[src/rtl/mod_n_counter_fsm.sv]
// Modulo-N counter FSM: up-wrap, down-wrap, ping-pong and up-saturate counting
// over 0..MAX, with enable, clamped synchronous load, terminal strobe and toggle output.
module mod_n_counter_fsm #(
    parameter int WIDTH = 3,
    parameter int MAX   = 7
) (
    input  logic             clk,
    input  logic             re,
    input  logic             en,
    input  logic             load,
    input  logic [WIDTH-1:0] load_val,
    input  logic [1:0]       mode,
    output logic [WIDTH-1:0] count,
    output logic             dir,
    output logic             tc,
    output logic             Salida
);

    localparam logic [WIDTH-1:0] MAX_V = WIDTH'(MAX);
    localparam logic [WIDTH-1:0] ONE_V = WIDTH'(1);

    typedef enum logic [1:0] {
        MODE_UP   = 2'b00,
        MODE_DOWN = 2'b01,
        MODE_PING = 2'b10,
        MODE_SAT  = 2'b11
    } mode_t;

    typedef enum logic {
        ST_DOWN = 1'b0,
        ST_UP   = 1'b1
    } state_t;

    logic [WIDTH-1:0] count_q, count_d;
    state_t           state_q, state_d;
    logic             salida_q, salida_d;

    mode_t mode_s;
    logic  at_max;
    logic  at_zero;
    logic  over_max;
    logic  at_top;
    logic  terminal;

    assign mode_s   = mode_t'(mode);
    assign at_max   = (count_q == MAX_V);
    assign at_zero  = (count_q == '0);
    assign over_max = (count_q > MAX_V);
    assign at_top   = at_max | over_max;

    // A count above MAX can only appear after a MAX change; treat it as terminal everywhere.
    always_comb begin
        terminal = over_max;
        case (mode_s)
            MODE_UP:   terminal = at_top;
            MODE_SAT:  terminal = at_top;
            MODE_DOWN: terminal = at_zero | over_max;
            MODE_PING: terminal = over_max
                                | ((state_q == ST_UP)   & at_max)
                                | ((state_q == ST_DOWN) & at_zero);
            default:   terminal = over_max;
        endcase
    end

    assign tc = en & ~load & terminal;

    always_comb begin
        count_d  = count_q;
        state_d  = state_q;
        salida_d = salida_q ^ tc;
        if (load) begin
            count_d = (load_val > MAX_V) ? MAX_V : load_val;
        end else if (en) begin
            case (mode_s)
                MODE_UP: begin
                    count_d = at_top ? '0 : count_q + ONE_V;
                    state_d = ST_UP;
                end
                MODE_DOWN: begin
                    count_d = (at_zero | over_max) ? MAX_V : count_q - ONE_V;
                    state_d = ST_DOWN;
                end
                MODE_SAT: begin
                    count_d = at_top ? MAX_V : count_q + ONE_V;
                    state_d = ST_UP;
                end
                MODE_PING: begin
                    // With MAX of zero there is nowhere to bounce, so count and direction freeze.
                    if (MAX == 0) begin
                        count_d = '0;
                    end else if (over_max) begin
                        count_d = MAX_V - ONE_V;
                        state_d = ST_DOWN;
                    end else if (state_q == ST_UP) begin
                        if (at_max) begin
                            count_d = MAX_V - ONE_V;
                            state_d = ST_DOWN;
                        end else begin
                            count_d = count_q + ONE_V;
                        end
                    end else begin
                        if (at_zero) begin
                            count_d = ONE_V;
                            state_d = ST_UP;
                        end else begin
                            count_d = count_q - ONE_V;
                        end
                    end
                end
                default: begin
                    count_d = count_q;
                    state_d = state_q;
                end
            endcase
        end
    end

    always_ff @(posedge clk or negedge re) begin
        if (!re) begin
            count_q  <= '0;
            state_q  <= ST_UP;
            salida_q <= 1'b0;
        end else begin
            count_q  <= count_d;
            state_q  <= state_d;
            salida_q <= salida_d;
        end
    end

    assign count  = count_q;
    assign dir    = (state_q == ST_UP);
    assign Salida = salida_q;

endmodule
[config.mk]
export PLATFORM = sky130hd
export DESIGN_NAME = mod_n_counter_fsm
export DESIGN_NICKNAME = d
export VERILOG_FILES = /design/src/rtl/mod_n_counter_fsm.sv
export SDC_FILE = /design/constraint.sdc
export NUM_CORES = 1
export LEC_CHECK = 0
export CORE_AREA = 3 3 40 42
export CTS_BUF_LIST = sky130_fd_sc_hd__clkbuf_8
export DETAILED_ROUTE_END_ITERATION = 8
export DIE_AREA = 0 0 43 45
export GPL_TIMING_DRIVEN = 0
export MAX_ROUTING_LAYER = met4
export PLACE_DENSITY = 0.76
export SETUP_SLACK_MARGIN = 0.4
export SYNTH_ARGS = -nofsm -noshare
export SYNTH_HDL_FRONTEND = slang
export SYNTH_SLANG_ARGS = --single-unit
[constraint.sdc]
create_clock -name clk -period 4.4 [get_ports clk]
set_clock_uncertainty 0.15 [all_clocks]
set_input_delay 0.44 -clock clk [delete_from_list [all_inputs] [get_ports clk]]
set_output_delay 0.44 -clock clk [all_outputs]
set_load 0.01 [all_outputs]
[Word level (Yosys, flattened, before mapping)]
Index checks and enable logic that the tools add are counted.
Widths: inputs -> output; s select.
Operators by class
  bitwise logic cells: 11
  eq/ne operators: 4
  magnitude comparators: 2
  $add $sub $neg: 2
  reduce and logical (&&, ||, !) cells: 5
  mux-type cells: 17
Operators with widths (number)
  $mux 3: 10
  $pmux 3 s4: 1
  $gt 3x3->1 const B: 2
  $pmux 1 s3: 2
  $and 1x1->1: 4
  $eq 2x2->1 const B: 2
  $mux 1: 4
  $or 1x1->1: 4
  $add 3x1->3 const B: 1
  $eq 3x3->1 const B: 1
  $logic_not 3->1: 1
  $sub 3x1->3 const B: 1
  $eq 2x1->1 const B: 1
  $logic_not 2->1: 1
  $not 1->1: 2
  $reduce_and 2->1: 1
  $reduce_bool 2->1: 1
  $reduce_or 2->1: 1
  $xor 1x1->1: 1
Storage, ports and cells
  bits of input ports: 9
  word-level logic and storage cells: 44
  output and inout bits: 6
  bits in registers: 5

[Logic depth before layout (Yosys ltp)]
  depth in word-level cells: 7
  mapped depth: 7
  depth with buffers taken out: 7

[Worst setup path after synthesis]
Ideal clock, no wire load.
  path type: register -> output
  from: register count_q[0] (netlist: count[0])
  to: output tc
  cell stages (with the launch flop): 7
  required time: 3.810 ns
  slack: 2.146 ns
  data arrival time: 1.664 ns
  path through: dfrtp_1 ha_1 ha_1 nand4b_2 a21boi_2 a21oi_1 a21oi_2
On the way
  longest elaborated chain between the ends: 6
  elaborated cells between the ends (all ways): 11
Ends and longest elaborated chain
  from (decl): line 34  | logic [WIDTH-1:0] count_q, count_d;
  from (signal assigned): line 124  | count_q <= count_d;
  parallel branches: the longest is 4 deep, another holds $gt 3x3->1
  $pmux 1 s3 (*): line 54  | case (mode_s)
  $and 1x1->1 (*): line 65  | assign tc = en & ~load & terminal;
  to (decl): line 15  | output logic tc,
Mark *: on every way between the ends.

[Worst setup path after layout]
Same ends and word-level chain as after synthesis.

==> flow_metrics.py <==
metrics = {
    "clocking": {
        "cts_setup_buffers": 0,
        "cts_max_level": 1,
        "clk_pin_slew_ns": 0.04,
        "clk_root_buffer_cell": "clkbuf_8",
        "postCtsResizedCells": 0,
        "clockBufferDepth": 2,
        "ctsHoldBuffers": 0,
        "cts-buffers-inserted": 3,
        "clock_latency_ns": 0.23,
        "cts_tree": "done",
        "cts.sinks": 5,
    },
    "place": {
        "dp_hpwl_um": 1230,
        "place.gp.congestion": 0.817,
        "dpl.cell_count": 106,
        "portBuffers": 14,
    },
    "global_routing": {
        "grt_pass1_wl_um": 2750,
        "grt.total_usage_pct": 19.6,
        "met2_usage_pct": 31.4,
        "grt_overflow": 0,
        "grt-busiest-layer": "met2",
        "met1_usage_pct": 23.4,
        "first_global_vias": 625,
        "use_met3_pct": 5.58,
        "antenna_found_initial": 0,
        "grt_max_degree": 10,
    },
    "critical_path": {
        "end_kind": "output pin",
        "start_kind": "flop",
        "worstPathArrival_ns": 2.59,
        "critPathMaxFanout": 9,
        "worst_ep_required_time_ns": 3.81,
        "path_class": "flop to output pin",
    },
    "sta": {
        "drv_slew": 0,
        "period_minus_slack_ns": 3.18,
        "min_period_over_period_pct": 72.3,
        "totalNegativeSetupSlack_ns": 0,
        "setup_viol": 0,
        "hold_viol": 0,
        "slew_headroom_pct": 76.6,
        "fmaxAchievable_mhz": 314,
        "tightest_slew_ns": 0.350,
        "rsz0062_at_grt": "false",
    },
    "outcome": {
        "status": "finished clean",
    },
    "route": {
        "postRouteAntennaNets": 0,
        "initialDrtViolationCount": 40,
        "drc": 0,
        "vias": 668,
        "wl_per_cell_um": 14.7,
        "via_per_inst": 6.07,
        "routed_wirelength_um": 1620,
        "firstDrtPassIters": 4,
    },
    "cells_and_area": {
        "final_cells": 110,
        "fill_cells": 120,
        "syn_to_final_growth_pct": 33.0,
        "regArea_um2": 126,
        "multiInputGateArea_um2": 454,
        "antennaDiodeCount": 0,
        "drive_gt1_share_pct": 13.7,
        "nets": 114,
    },
    "logic_synthesis": {
        "synth_compound_area_share_pct": 28.9,
        "synth_adder_area_share_pct": 18.2,
        "synth_area_um2": 618,
        "synth_nets": 95,
        "synth-simple-area-share_pct": 23.3,
        "yosysSeqAreaShare_pct": 20.4,
        "ys_top_cells_by_area": "ha_1 (18%), dfrtp_1 (16%), o21ai_0 (6.5%), a21oi_1 (5.7%), inv_1 (4.9%)",
        "synth_top_family_by_area": "compound AO/OA/AOI/OAI gates",
        "synthDistinctLibCells": 28,
        "synthMuxAreaShare_pct": 1.62,
        "synth_cells": 77,
        "yosysTopAreaCellShare_pct": 18.2,
        "synth.ff_latch_count": 5,
        "synth_top_area_cell": "ha_1",
        "syn_area_per_cell_um2": 8.03,
        "yosys_warnings": 0,
        "synth-xor-area-share_pct": 1.42,
    },
    "hold_path": {
        "min_path_type": "input pin to async pin",
    },
    "die": {
        "fp.dieH_um": 45,
        "num_rows": 13,
        "dieArea_um2": 1940,
        "io_pins": 15,
        "fp.dieW_um": 43,
        "start_util_pct": 48.1,
        "coreArea_um2": 1280,
    },
    "pwr": {
        "ir_drop_uv": 193,
        "leakage_nw": 0.376,
        "power_density_nw_per_um2": 335,
    },
    "flow_run": {
        "drv_cap": 0,
    },
}
## layer usage
metal  up-vias  wire length, µm
met2        34              793
li1        315                -
met4         0               24
met3         3              122
met1       316              675
met5         -                0
## synth_stat cells (all sizes together)
cell and count:
a211o 2, a21boi 1, a21oi 9, a221o 2, a221oi 1, a31o 1
a31oi 1, and3 1, buf 1, dfrtp 4, dfstp 1, ha 9
inv 8, mux2i 1, nand2 8, nand2b 4, nand4 2, nand4b 1
nor2 5, nor2b 1, nor3 3, o211ai 1, o21ai 8, o22ai 1
xor2 1
## critical path: stages, from the launching register on
cell,delay (ns)
dfrtp_1,0.49
ha_1,0.29
ha_1,0.27
nand4b_2,0.30
a21boi_2,0.20
a21oi_1,0.10
a21oi_2,0.16
clkdlybuf4s50_1,0.56
## cell families (layout without fill, tap and decap cells)
group,after synthesis,in the layout
xor+xnor,1,1
fa+ha+maj,9,9
buf+inv,9,27
simple gates,25,25
mux,1,1
flops,5,5
compound gates,27,27
## layout by cell type, fill, tap and decap left out, types with 2 or more instances in the layout
cell type / instances
nand2_1: 8
a211o_1: 2
nand4_1: 2
dfrtp_1: 4
o21ai_0: 8
ha_1: 9
a221o_1: 2
clkbuf_8: 3
inv_1: 9
clkdlybuf4s50_1: 14
nor2_1: 4
a21oi_2: 2
nand2b_1: 3
nor3_1: 3
a21oi_1: 7
## path summary, 6_finish.rpt
path	from	depth (start not counted)	slack [ns]	to
setup / recovery	count[0]	7	1.22	tc
hold / removal	re	1	0.29	count[2]
setup reg to reg	count[0]	7	2.11	count[0]
max in group asynchronous	re	1	3.54	dir
hold reg to reg	Salida	1	0.32	Salida
min in group clk	Salida	1	0.32	Salida
## state kept, by name, summed over array words and instances (netlist names)
register / flops
Salida: 1
count: 3
dir: 1
## cell type report
class / instances / area share [%]
multi-input cells: 63 / 55.3
clock inverters: 1 / 0.457
well taps: 15 / 2.28
plain buffers: 1 / 0.913
repair buffers: 14 / 17.0
clock buffers: 3 / 5.02
inverters: 8 / 3.65
flip-flops and latches: 5 / 15.4
## power breakdown
part	leakage, nW	total, mW	internal (mW)	switching, mW
Combinational	0.290	0.116	0.0587	0.0570
Clock	0.0269	0.0871	0.0602	0.0269
Sequential	0.0589	0.0724	0.0580	0.0143
Total	0.376	0.275	0.177	0.0983
## per-stage QoR
stage / hold WS (ns) / worst slack (ns) / utilization, % / instance area [µm²] / total power, mW
finish: 0.292 / 1.22 / 64.0 / 822 / 0.275
global route: 0.311 / 1.08 / 64.0 / 822 / 0.293
CTS: 0.296 / 1.20 / 64.0 / 822 / 0.275
detailed placement: 0.315 / 1.48 / 60.5 / 777 / 0.186
global placement: 0.306 / 1.50 / 60.5 / 777 / 0.184
floorplan: -0.00559 / 2.15 / - / 618 / 0.139
Power figures use the tool's default switching activity.
